`src/rtl/seg_display_mux_if.sv`:
```
// Display-driver bus: datapath-side digit inputs and pin-side outputs.
// The driver sits on the slave modport; whoever feeds it holds master.
interface seg_display_mux_if #(
  parameter int N_DIGITS = 4
);
  logic [4*N_DIGITS-1:0] value;
  logic [N_DIGITS-1:0]   dp_in;
  logic [N_DIGITS-1:0]   blink_en;
  logic                  blank_lz;
  logic [3:0]            brightness;
  logic [6:0]            seg;
  logic                  dp;
  logic [N_DIGITS-1:0]   an;
  logic                  frame_start;

  modport master (
    output value, dp_in, blink_en, blank_lz, brightness,
    input  seg, dp, an, frame_start
  );

  modport slave (
    input  value, dp_in, blink_en, blank_lz, brightness,
    output seg, dp, an, frame_start
  );
endinterface

```
`src/rtl/seg_display_mux.sv`:
```
// Multiplexed 7-segment driver: self-timed digit scan, hex decode, leading-zero
// blanking, per-digit blink and 16-step PWM, inputs sampled once per frame.
module seg_display_mux #(
  parameter int N_DIGITS     = 4,
  parameter int CLK_DIV      = 250000,
  parameter int BLINK_FRAMES = 64,
  parameter int ACTIVE_LOW   = 1
) (
  input  logic             clk,
  input  logic             rst_n,
  seg_display_mux_if.slave bus
);
  localparam int   STEP = CLK_DIV / 16;
  localparam int   PW   = $clog2(CLK_DIV);
  localparam int   SW   = $clog2(STEP);
  localparam int   DW   = $clog2(N_DIGITS);
  localparam int   FW   = $clog2(BLINK_FRAMES + 1);
  localparam logic POL  = (ACTIVE_LOW != 0);

  logic [PW-1:0]         r_pre;
  logic [SW-1:0]         r_stp;
  logic [3:0]            r_phase;
  logic [DW-1:0]         r_dig;
  logic [FW-1:0]         r_fcnt;
  logic                  r_blink, r_valid, r_fs;
  logic [4*N_DIGITS-1:0] r_val;
  logic [N_DIGITS-1:0]   r_dp, r_blk;
  logic                  r_lz;
  logic [3:0]            r_bri;
  logic [N_DIGITS-1:0]   r_an;
  logic [6:0]            r_seg;
  logic                  r_dpo;

  logic                  w_slot_tick, w_frame, w_lz, w_dark;
  logic [3:0]            w_nib;
  logic [N_DIGITS-1:0]   w_upper_nz, w_onehot;

  function automatic logic [6:0] hex7(input logic [3:0] n);
    case (n)
      4'h0: hex7 = 7'h3F;  4'h1: hex7 = 7'h06;  4'h2: hex7 = 7'h5B;  4'h3: hex7 = 7'h4F;
      4'h4: hex7 = 7'h66;  4'h5: hex7 = 7'h6D;  4'h6: hex7 = 7'h7D;  4'h7: hex7 = 7'h07;
      4'h8: hex7 = 7'h7F;  4'h9: hex7 = 7'h6F;  4'hA: hex7 = 7'h77;  4'hB: hex7 = 7'h7C;
      4'hC: hex7 = 7'h39;  4'hD: hex7 = 7'h5E;  4'hE: hex7 = 7'h79;  default: hex7 = 7'h71;
    endcase
  endfunction

  assign w_slot_tick = (r_pre == PW'(CLK_DIV - 1));
  assign w_frame     = w_slot_tick && (r_dig == DW'(N_DIGITS - 1));

  always_ff @(posedge clk or negedge rst_n) begin
    if (!rst_n) begin
      r_pre   <= '0;
      r_stp   <= '0;
      r_phase <= '0;
      r_dig   <= '0;
    end else begin
      r_pre <= w_slot_tick ? '0 : r_pre + 1'b1;
      if (w_slot_tick) begin
        r_stp   <= '0;
        r_phase <= '0;
      end else if (r_stp == SW'(STEP - 1)) begin
        r_stp   <= '0;
        r_phase <= r_phase + 1'b1;
      end else begin
        r_stp <= r_stp + 1'b1;
      end
      if (w_slot_tick)
        r_dig <= (r_dig == DW'(N_DIGITS - 1)) ? '0 : r_dig + 1'b1;
    end
  end

  // The capture that first sets valid opens frame 0, so blink counting only
  // starts on the boundaries after it.
  always_ff @(posedge clk or negedge rst_n) begin
    if (!rst_n) begin
      r_val   <= '0;
      r_dp    <= '0;
      r_blk   <= '0;
      r_lz    <= 1'b0;
      r_bri   <= '0;
      r_valid <= 1'b0;
      r_fcnt  <= '0;
      r_blink <= 1'b0;
      r_fs    <= 1'b0;
    end else begin
      r_fs <= w_frame;
      if (w_frame) begin
        r_val   <= bus.value;
        r_dp    <= bus.dp_in;
        r_blk   <= bus.blink_en;
        r_lz    <= bus.blank_lz;
        r_bri   <= bus.brightness;
        r_valid <= 1'b1;
        if (r_valid) begin
          if (r_fcnt == FW'(BLINK_FRAMES - 1)) begin
            r_fcnt  <= '0;
            r_blink <= ~r_blink;
          end else begin
            r_fcnt <= r_fcnt + 1'b1;
          end
        end
      end
    end
  end

  for (genvar i = 0; i < N_DIGITS; i++) begin : g_nz
    assign w_upper_nz[i] = |r_val[4*N_DIGITS-1:4*i];
  end

  always_comb begin
    w_nib            = r_val[4*r_dig +: 4];
    w_onehot         = '0;
    w_onehot[r_dig]  = 1'b1;
    w_lz             = r_lz && (r_dig != '0) && !w_upper_nz[r_dig];
    // brightness <= phase keeps at least the last sub-phase dark for anti-ghosting
    w_dark           = !r_valid || (r_bri <= r_phase) || (r_blk[r_dig] && r_blink) || w_lz;
  end

  always_ff @(posedge clk or negedge rst_n) begin
    if (!rst_n) begin
      r_an  <= {N_DIGITS{POL}};
      r_seg <= {7{POL}};
      r_dpo <= POL;
    end else begin
      r_an  <= (w_dark ? '0 : w_onehot) ^ {N_DIGITS{POL}};
      r_seg <= (w_dark ? 7'h00 : hex7(w_nib)) ^ {7{POL}};
      r_dpo <= (!w_dark && r_dp[r_dig]) ^ POL;
    end
  end

  assign bus.an          = r_an;
  assign bus.seg         = r_seg;
  assign bus.dp          = r_dpo;
  assign bus.frame_start = r_fs;
endmodule

```
`src/flat_wrapper.sv`:
```
// flat-port wrapper written by rule: the top's interface ports become plain ports
module seg_display_mux_flat 
#(
  parameter int N_DIGITS     = 4,
  parameter int CLK_DIV      = 250000,
  parameter int BLINK_FRAMES = 64,
  parameter int ACTIVE_LOW   = 1
)
  (clk, rst_n, bus_value, bus_dp_in, bus_blink_en, bus_blank_lz, bus_brightness, bus_seg, bus_dp, bus_an, bus_frame_start);
  seg_display_mux_if #(.N_DIGITS(N_DIGITS)) bus_i ();
  input  logic clk;
  input  logic rst_n;
  input wire logic [$bits(bus_i.value)-1:0] bus_value;
  input wire logic [$bits(bus_i.dp_in)-1:0] bus_dp_in;
  input wire logic [$bits(bus_i.blink_en)-1:0] bus_blink_en;
  input wire logic [$bits(bus_i.blank_lz)-1:0] bus_blank_lz;
  input wire logic [$bits(bus_i.brightness)-1:0] bus_brightness;
  output wire logic [$bits(bus_i.seg)-1:0] bus_seg;
  output wire logic [$bits(bus_i.dp)-1:0] bus_dp;
  output wire logic [$bits(bus_i.an)-1:0] bus_an;
  output wire logic [$bits(bus_i.frame_start)-1:0] bus_frame_start;
  assign bus_i.value = bus_value;
  assign bus_i.dp_in = bus_dp_in;
  assign bus_i.blink_en = bus_blink_en;
  assign bus_i.blank_lz = bus_blank_lz;
  assign bus_i.brightness = bus_brightness;
  assign bus_seg = bus_i.seg;
  assign bus_dp = bus_i.dp;
  assign bus_an = bus_i.an;
  assign bus_frame_start = bus_i.frame_start;
  seg_display_mux #(.N_DIGITS(N_DIGITS), .CLK_DIV(CLK_DIV), .BLINK_FRAMES(BLINK_FRAMES), .ACTIVE_LOW(ACTIVE_LOW)) u_core (.clk(clk), .rst_n(rst_n), .bus(bus_i));
endmodule
```
`config.mk`:
```
export PLATFORM = sky130hd
export DESIGN_NAME = seg_display_mux_flat
export DESIGN_NICKNAME = d
export VERILOG_FILES = /design/src/rtl/seg_display_mux_if.sv /design/src/rtl/seg_display_mux.sv /design/src/flat_wrapper.sv
export SDC_FILE = /design/constraint.sdc
export NUM_CORES = 1
export LEC_CHECK = 0
export ABC_AREA = 1
export CAP_MARGIN = 30
export CORE_MARGIN = 10
export CORE_UTILIZATION = 49
export CTS_BUF_LIST = sky130_fd_sc_hd__clkbuf_4
export CTS_CLUSTER_SIZE = 30
export DETAILED_ROUTE_END_ITERATION = 10
export PLACE_DENSITY_LB_ADDON = 0.1
export SYNTH_ARGS = -nofsm -noshare
export SYNTH_HDL_FRONTEND = slang
export SYNTH_SLANG_ARGS = --single-unit
```
`constraint.sdc`:
```
create_clock -name clk -period 1.82 [get_ports clk]
set_input_delay 0.273 -clock clk [delete_from_list [all_inputs] [get_ports clk]]
set_output_delay 0.273 -clock clk [all_outputs]
set_load 0.01 [all_outputs]
```
==> results of run 1 <==
==> layout make-up <==
type / instances / area [um^2]
Sequential cell: 89 / 2240
Fill cell: 867 / 3920
Tap cell: 133 / 166
Timing Repair Buffer: 73 / 711
Inverter: 78 / 295
Multi-Input combinational cell: 428 / 2260
Clock buffer: 10 / 75.1
Clock inverter: 6 / 58.8
==> power by group through the flow <==
stage	combinational, mW	clock [mW]	sequential, mW
3_3_place_gp	0.114	0	2.02
2_1_floorplan	0.000000853	0	2.02
5_1_grt	0.123	1.23	1.98
4_1_cts	0.116	1.14	1.98
3_5_place_dp	0.113	0	2.02
6_report	0.111	1.11	1.98
==> kinds of logic after synthesis <==
family | Yosys count
DFF | 89
and+or+nand+nor | 331
xor gates and xnor gates | 17
muxes | 1
buffers and inverters | 95
adders and majority gates | 19
AOI/OAI and AO/OA | 60
==> routing by layer <==
layer | vias to the layer above | global-route usage [%] | wire, um
li1 | 2076 | - | -
met3 | 15 | 2.63 | 368
met2 | 74 | 24.8 | 4860
met5 | - | 0 | 0
met4 | 0 | 5.96 | 150
met1 | 1874 | 20.6 | 5130
==> sequential cells by signal, indices dropped and copies added, names as in the netlist, 2 cells and up <==
signal / count
u_core.bus.an: 4
u_core.r_pre: 18
u_core.bus.seg: 7
u_core.r_dp: 4
u_core.r_stp: 14
u_core.r_bri: 4
u_core.r_fcnt: 7
u_core.r_val: 16
u_core.r_dig: 2
u_core.r_blk: 4
u_core.r_phase: 4
==> stage by stage <==
step / cells / setup TNS [ps] / power, mW / cell area (um^2) / hold WS (ps)
6_report: 817 / 0 / 3.20 / 5810 / 302
5_1_grt: 817 / -57.7 / 3.34 / 5810 / 310
3_3_place_gp: 797 / 0 / 2.13 / 5590 / 238
2_1_floorplan: 612 / 0 / 2.02 / 4880 / -22.6
4_1_cts: 814 / 0 / 3.24 / 5740 / 286
3_5_place_dp: 797 / 0 / 2.13 / 5590 / 244
==> what timing repair did <==
action / in CTS / in global routing
endpoints found under the hold margin: 21 / 0
endpoints found under the setup margin: 1 / 27
buffers inserted: 0 / 3
resized for setup: 1 / 17
hold buffers: 1 / 0
==> worst paths after layout <==
check / from / to / depth (start not counted)
max: u_core.r_dig[0] / u_core.bus.seg[0] / 9
max in group asynchronous: rst_n / u_core.bus.an[2] / 3
max reg2reg: u_core.r_dig[0] / u_core.bus.seg[0] / 9
min: rst_n / u_core.r_val[15] / 2
min in group clk: bus_brightness[2] / u_core.r_bri[2] / 3
min reg2reg: u_core.r_dp[3] / u_core.r_dp[3] / 2
==> synth_stat cells, types with 7 or more instances <==
master,instances
o21ai_0,31
nand3_1,46
a21oi_1,11
nand4_1,14
xor2_1,14
ha_1,19
nor3_1,12
nor2_1,50
dfstp_2,12
buf_2,11
inv_1,73
dfrtp_1,77
o21ai_2,7
nand2_1,181
==> flow_metrics.env, run 1 <==
export IMPL_powerDensity_mw_per_mm2=551
export IMPL_slew_violations=0
export IMPL_synth_cell_types=39
export IMPL_die_x_um=120
export IMPL_die_y_um=120
export IMPL_drt_iter0_markers=198
export IMPL_slew_headroom_pct=71.0
export IMPL_p_leak_nw=2.73
export IMPL_io_pins=44
export IMPL_routed_wl_um=10500
export IMPL_cts_made_buffers=9
export IMPL_synth_adder_area_share_pct=4.88
export IMPL_synth_top_cell_area_share_pct=39.5
export IMPL_critical_path_class="reg2reg"
export IMPL_synth_top_cell_by_area="dfrtp_1"
export IMPL_p_switching_mw=0.730
export IMPL_rows=36
export IMPL_syn_cell_area_mm2=0.00487
export IMPL_ys_warn_count=0
export IMPL_max_vdd_ir_drop_mv=0.300
export IMPL_grtUsageTotal_pct=15.5
export IMPL_clk_pin_slew_ps=140
export IMPL_clk_path_buf_depth=2
export IMPL_crit_buf_inv=2
export IMPL_drive_gt1_share_pct=13.9
export IMPL_seqPwrFrac_pct=61.9
export IMPL_path_cells="inv_4 > ha_1 > or2_2 > nor2_1 > nand2_1 > a21oi_1 > nor2_1 > buf_4 > nand2_1"
export IMPL_nNetsFinal=729
export IMPL_synth_edf_count=0
export IMPL_hpwl_um=8020
export IMPL_fmax_mhz=588
export IMPL_cp_end_kind="register"
export IMPL_slowest_delay_ps=450
export IMPL_combPwrFrac_pct=3.5
export IMPL_cts_sinks=89
export IMPL_grt_max_degree=43
export IMPL_ys_ff_latch=89
export IMPL_area_growth_pct=19.1
export IMPL_crit_path_start_kind="register"
export IMPL_mostFrequentLayoutCell="nand2_1"
export IMPL_via_per_inst=4.94
export IMPL_synthTopCellsByArea="dfrtp_1 40%, nand2_1 14%, dfstp_2 6.5%"
export IMPL_synth_xor_area_share_pct=3.05
export IMPL_worst_hold_path_type="in2async"
export IMPL_wl_per_cell_um=12.9
export IMPL_cp_arrival_ps=2100
export IMPL_gp_congestion=0.875
export IMPL_cp_slowest_cell="dfrtp_1"
export IMPL_p_clk_share_pct=34.6
export IMPL_dpl_worst_slack_ps=130
export IMPL_worstMarginPinSlew_ps=431
export IMPL_synth_main_ff_cell="dfrtp_1"
export IMPL_diodes=0
export IMPL_grt_pass1_wl_um=18700
export IMPL_cp_max_fo=12
export IMPL_internal_power_mw=2.47
export IMPL_antenna_found_initial=0
export IMPL_synth_seq_area_share_pct=46.0
export IMPL_via_count=4039
export IMPL_synthMuxAreaShare_pct=0.205
export IMPL_syn_nets=662
export IMPL_synth_top_family_by_area="simple AND/OR/NAND/NOR gates"
export IMPL_final_cell_mix="181 x nand2_1, 76 x dfrtp_1, 72 x inv_1, 50 x nor2_1, 46 x nand3_1"
export IMPL_tritoncts="done"
export IMPL_netlist_instances=612
export IMPL_switching_share_pct=22.8
export IMPL_grt_pass1_vias=3953
export IMPL_root_buffer="clkbuf_4"
export IMPL_grt_ovfl_total=0
export IMPL_utilization_pct=59.7
export IMPL_skew_ps=20.1
export IMPL_insertion_delay_ps=440
export IMPL_setup_viol=0
export IMPL_async_flop_share_pct=100
export IMPL_io_buffers=43
export IMPL_setup_slack_ps=118
export IMPL_core_area_mm2=0.00973
export IMPL_ant_nets=0
export IMPL_hold_viol_final=0
export IMPL_drc=0
export IMPL_drtPass1Iterations=4
export IMPL_initial_core_util_pct=50.1
export IMPL_status="completed"
export IMPL_htreeDepth=3
export IMPL_crit_required_ps=2210
export IMPL_final_min_clock_period_ps=1700
export IMPL_synth_avg_cell_area_um2=7.97
export IMPL_path_delay_family="simple AND/OR/NAND/NOR gates"
export IMPL_finalCritPeriodShare_pct=93.5
export IMPL_synth_compound_area_share_pct=7.29
export IMPL_die_area_mm2=0.0143
export IMPL_reg2reg_slack_ps=120
export IMPL_cap_violations=0
export IMPL_post_synth_and_or_nand_nor_area_fraction_pct=30.5
No activity file was read; power rests on OpenSTA's default activity.
==> run 2: changes to the inputs <==
--- a/config.mk
+++ b/config.mk
@@ -7,7 +7,8 @@
 export LEC_CHECK = 0
 export ABC_AREA = 1
 export CAP_MARGIN = 30
-export CORE_MARGIN = 10
+export CORE_ASPECT_RATIO = 1.4
+export CORE_MARGIN = 1.5
 export CORE_UTILIZATION = 49
 export CTS_BUF_LIST = sky130_fd_sc_hd__clkbuf_4
 export CTS_CLUSTER_SIZE = 30
==> flow_metrics.env, run 2 (synthesis results as in run 1) <==
export IMPL_status="completed"
export IMPL_insertion_delay_ps=460
export IMPL_crit_required_ps=2230
export IMPL_utilization_pct=60.9
export IMPL_drtPass1Iterations=4
export IMPL_htreeDepth=3
export IMPL_root_buffer="clkbuf_4"
export IMPL_stdcell_area_mm2=0.00582
export IMPL_slew_violations=0
export IMPL_via_per_inst=5.02
export IMPL_setup_viol=0
export IMPL_cts_sinks=89
export IMPL_finalCritPeriodShare_pct=93.8
export IMPL_hold_viol_final=0
export IMPL_top_register="u_core.r_pre"
export IMPL_top_regs="u_core.r_pre: 18 flops, u_core.r_val: 16 flops, u_core.r_stp: 14 flops"
export IMPL_clk_pin_slew_ps=140
export IMPL_crit_path_start_kind="register"
export IMPL_cp_end_kind="register"
export IMPL_io_pins=44
export IMPL_cap_violations=0
export IMPL_drive_gt1_share_pct=14.4
export IMPL_instances_no_fill=815
export IMPL_die_area_mm2=0.0106
export IMPL_final_min_clock_period_ps=1710
export IMPL_cp_arrival_ps=2110
export IMPL_area_growth_pct=19.5
export IMPL_antenna_found_initial=1
export IMPL_gp_congestion=0.883
export IMPL_die_x_um=87.3
export IMPL_powerDensity_mw_per_mm2=547
export IMPL_drt_iter0_markers=154
export IMPL_drc=0
export IMPL_p_leak_nw=2.71
export IMPL_wl_per_cell_um=13.1
export IMPL_slew_headroom_pct=71.7
export IMPL_worstMarginPinSlew_ps=421
export IMPL_grtUsageTotal_pct=21.7
export IMPL_initial_core_util_pct=51.0
export IMPL_clk_path_buf_depth=2
export IMPL_grt_pass1_vias=4015
export IMPL_cts_made_buffers=9
export IMPL_fmax_mhz=586
export IMPL_via_count=4090
export IMPL_final_cell_mix="180 x nand2_1, 76 x dfrtp_1, 71 x inv_1, 48 x nor2_1, 46 x nand3_1"
export IMPL_rows=42
export IMPL_critical_path_class="reg2reg"
export IMPL_power_total_mw=3.19
export IMPL_core_area_mm2=0.00956
export IMPL_worst_hold_path_type="in2async"
export IMPL_skew_ps=22.7
export IMPL_grt_ovfl_total=0
export IMPL_ant_nets=0
export IMPL_cp_max_fo=11
export IMPL_nNetsFinal=727
export IMPL_hpwl_um=7740
export IMPL_tritoncts="done"
export IMPL_post_place_cells=794
export IMPL_routed_wl_um=10700
export IMPL_grt_pass1_wl_um=18000
export IMPL_io_buffers=43
export IMPL_placed_cell_area_mm2=0.00559
export IMPL_grt_max_degree=57
export IMPL_die_y_um=121
export IMPL_max_vdd_ir_drop_mv=0.398
export IMPL_mostFrequentLayoutCell="nand2_1"
export IMPL_largest_reg_flops=18
==> run 2: cell types whose count changed in the layout (fill, tap and decap cells not counted), moves of 2 or more <==
cell            delta
nor2_1             -2
ha_4               +2
dlymetal6s2s_1     -2
buf_4              -3
ha_1               -2
nor2_2             +2
dlygate4sd2_1      +2
==> run 2: where the power goes <==
part / internal, mW / leakage (nW) / switching, mW / total, mW
Combinational: 0.0611 / 1.62 / 0.0477 / 0.109
Clock: 0.403 / 0.0645 / 0.697 / 1.10
Sequential: 1.98 / 1.02 / 0 / 1.98
==> run 2: layout make-up <==
type / instances / area (um^2)
clock buffer: 9 / 67.6
inverter: 78 / 295
antenna: 1 / 2.50
fill: 883 / 3740
clock inverter: 7 / 61.3
multi-input combinational: 428 / 2290
tap: 132 / 165
timing repair buffer: 71 / 701
sequential: 89 / 2240
==> run 2: metrics by stage <==
step / setup TNS [ps] / hold slack, ps / setup WS [ps]
floorplan: 0 / -22.6 / 35.5
global placement: 0 / 247 / 131
detailed placement: 0 / 248 / 62.5
CTS: 0 / 291 / 0.0308
global route: -30.5 / 311 / -25.5
finish: 0 / 300 / 113
==> run 2: critical path: stages (launching register included) <==
cell	delay, ps
dfrtp_2	470
buf_12	150
nand2_1	70
nand2_2	70
mux2i_4	220
buf_6	160
ha_4	130
inv_2	50
o21ai_1	140
nand2_1	60
nand2_1	60
inv_1	40
nand2_1	50
==> run 2: final timing paths <==
path / slack (ps) / from / to / cells past startpoint
max: 110 / u_core.r_dig[0] / u_core.bus.seg[0] / 12
min: 300 / rst_n / u_core.r_val[15] / 2
max reg2reg: 110 / u_core.r_dig[0] / u_core.bus.seg[0] / 12
min reg2reg: 500 / u_core.r_dp[3] / u_core.r_dp[3] / 2
max in group asynchronous: 880 / rst_n / u_core.r_dig[0] / 3
min in group clk: 340 / bus_blink_en[2] / u_core.r_blk[2] / 3
==> run 2: routing by layer <==
layer | vias to the layer above | track usage (%) | wire length [um]
met5 | - | 0 | 0
met4 | 0 | 9.62 | 292
met3 | 19 | 4.35 | 395
met2 | 76 | 36.0 | 5190
met1 | 1924 | 27.2 | 4790
li1 | 2071 | - | -
==> run 2: repair_timing <==
item                                    4_1_cts  5_1_grt
gates cloned                                  0        0
endpoints found under the setup margin        3       22
pin swaps                                     0        1
buffers inserted                              0        3
hold buffers                                  1        0
endpoints found under the hold margin        21        0
gates resized for setup                       3       22
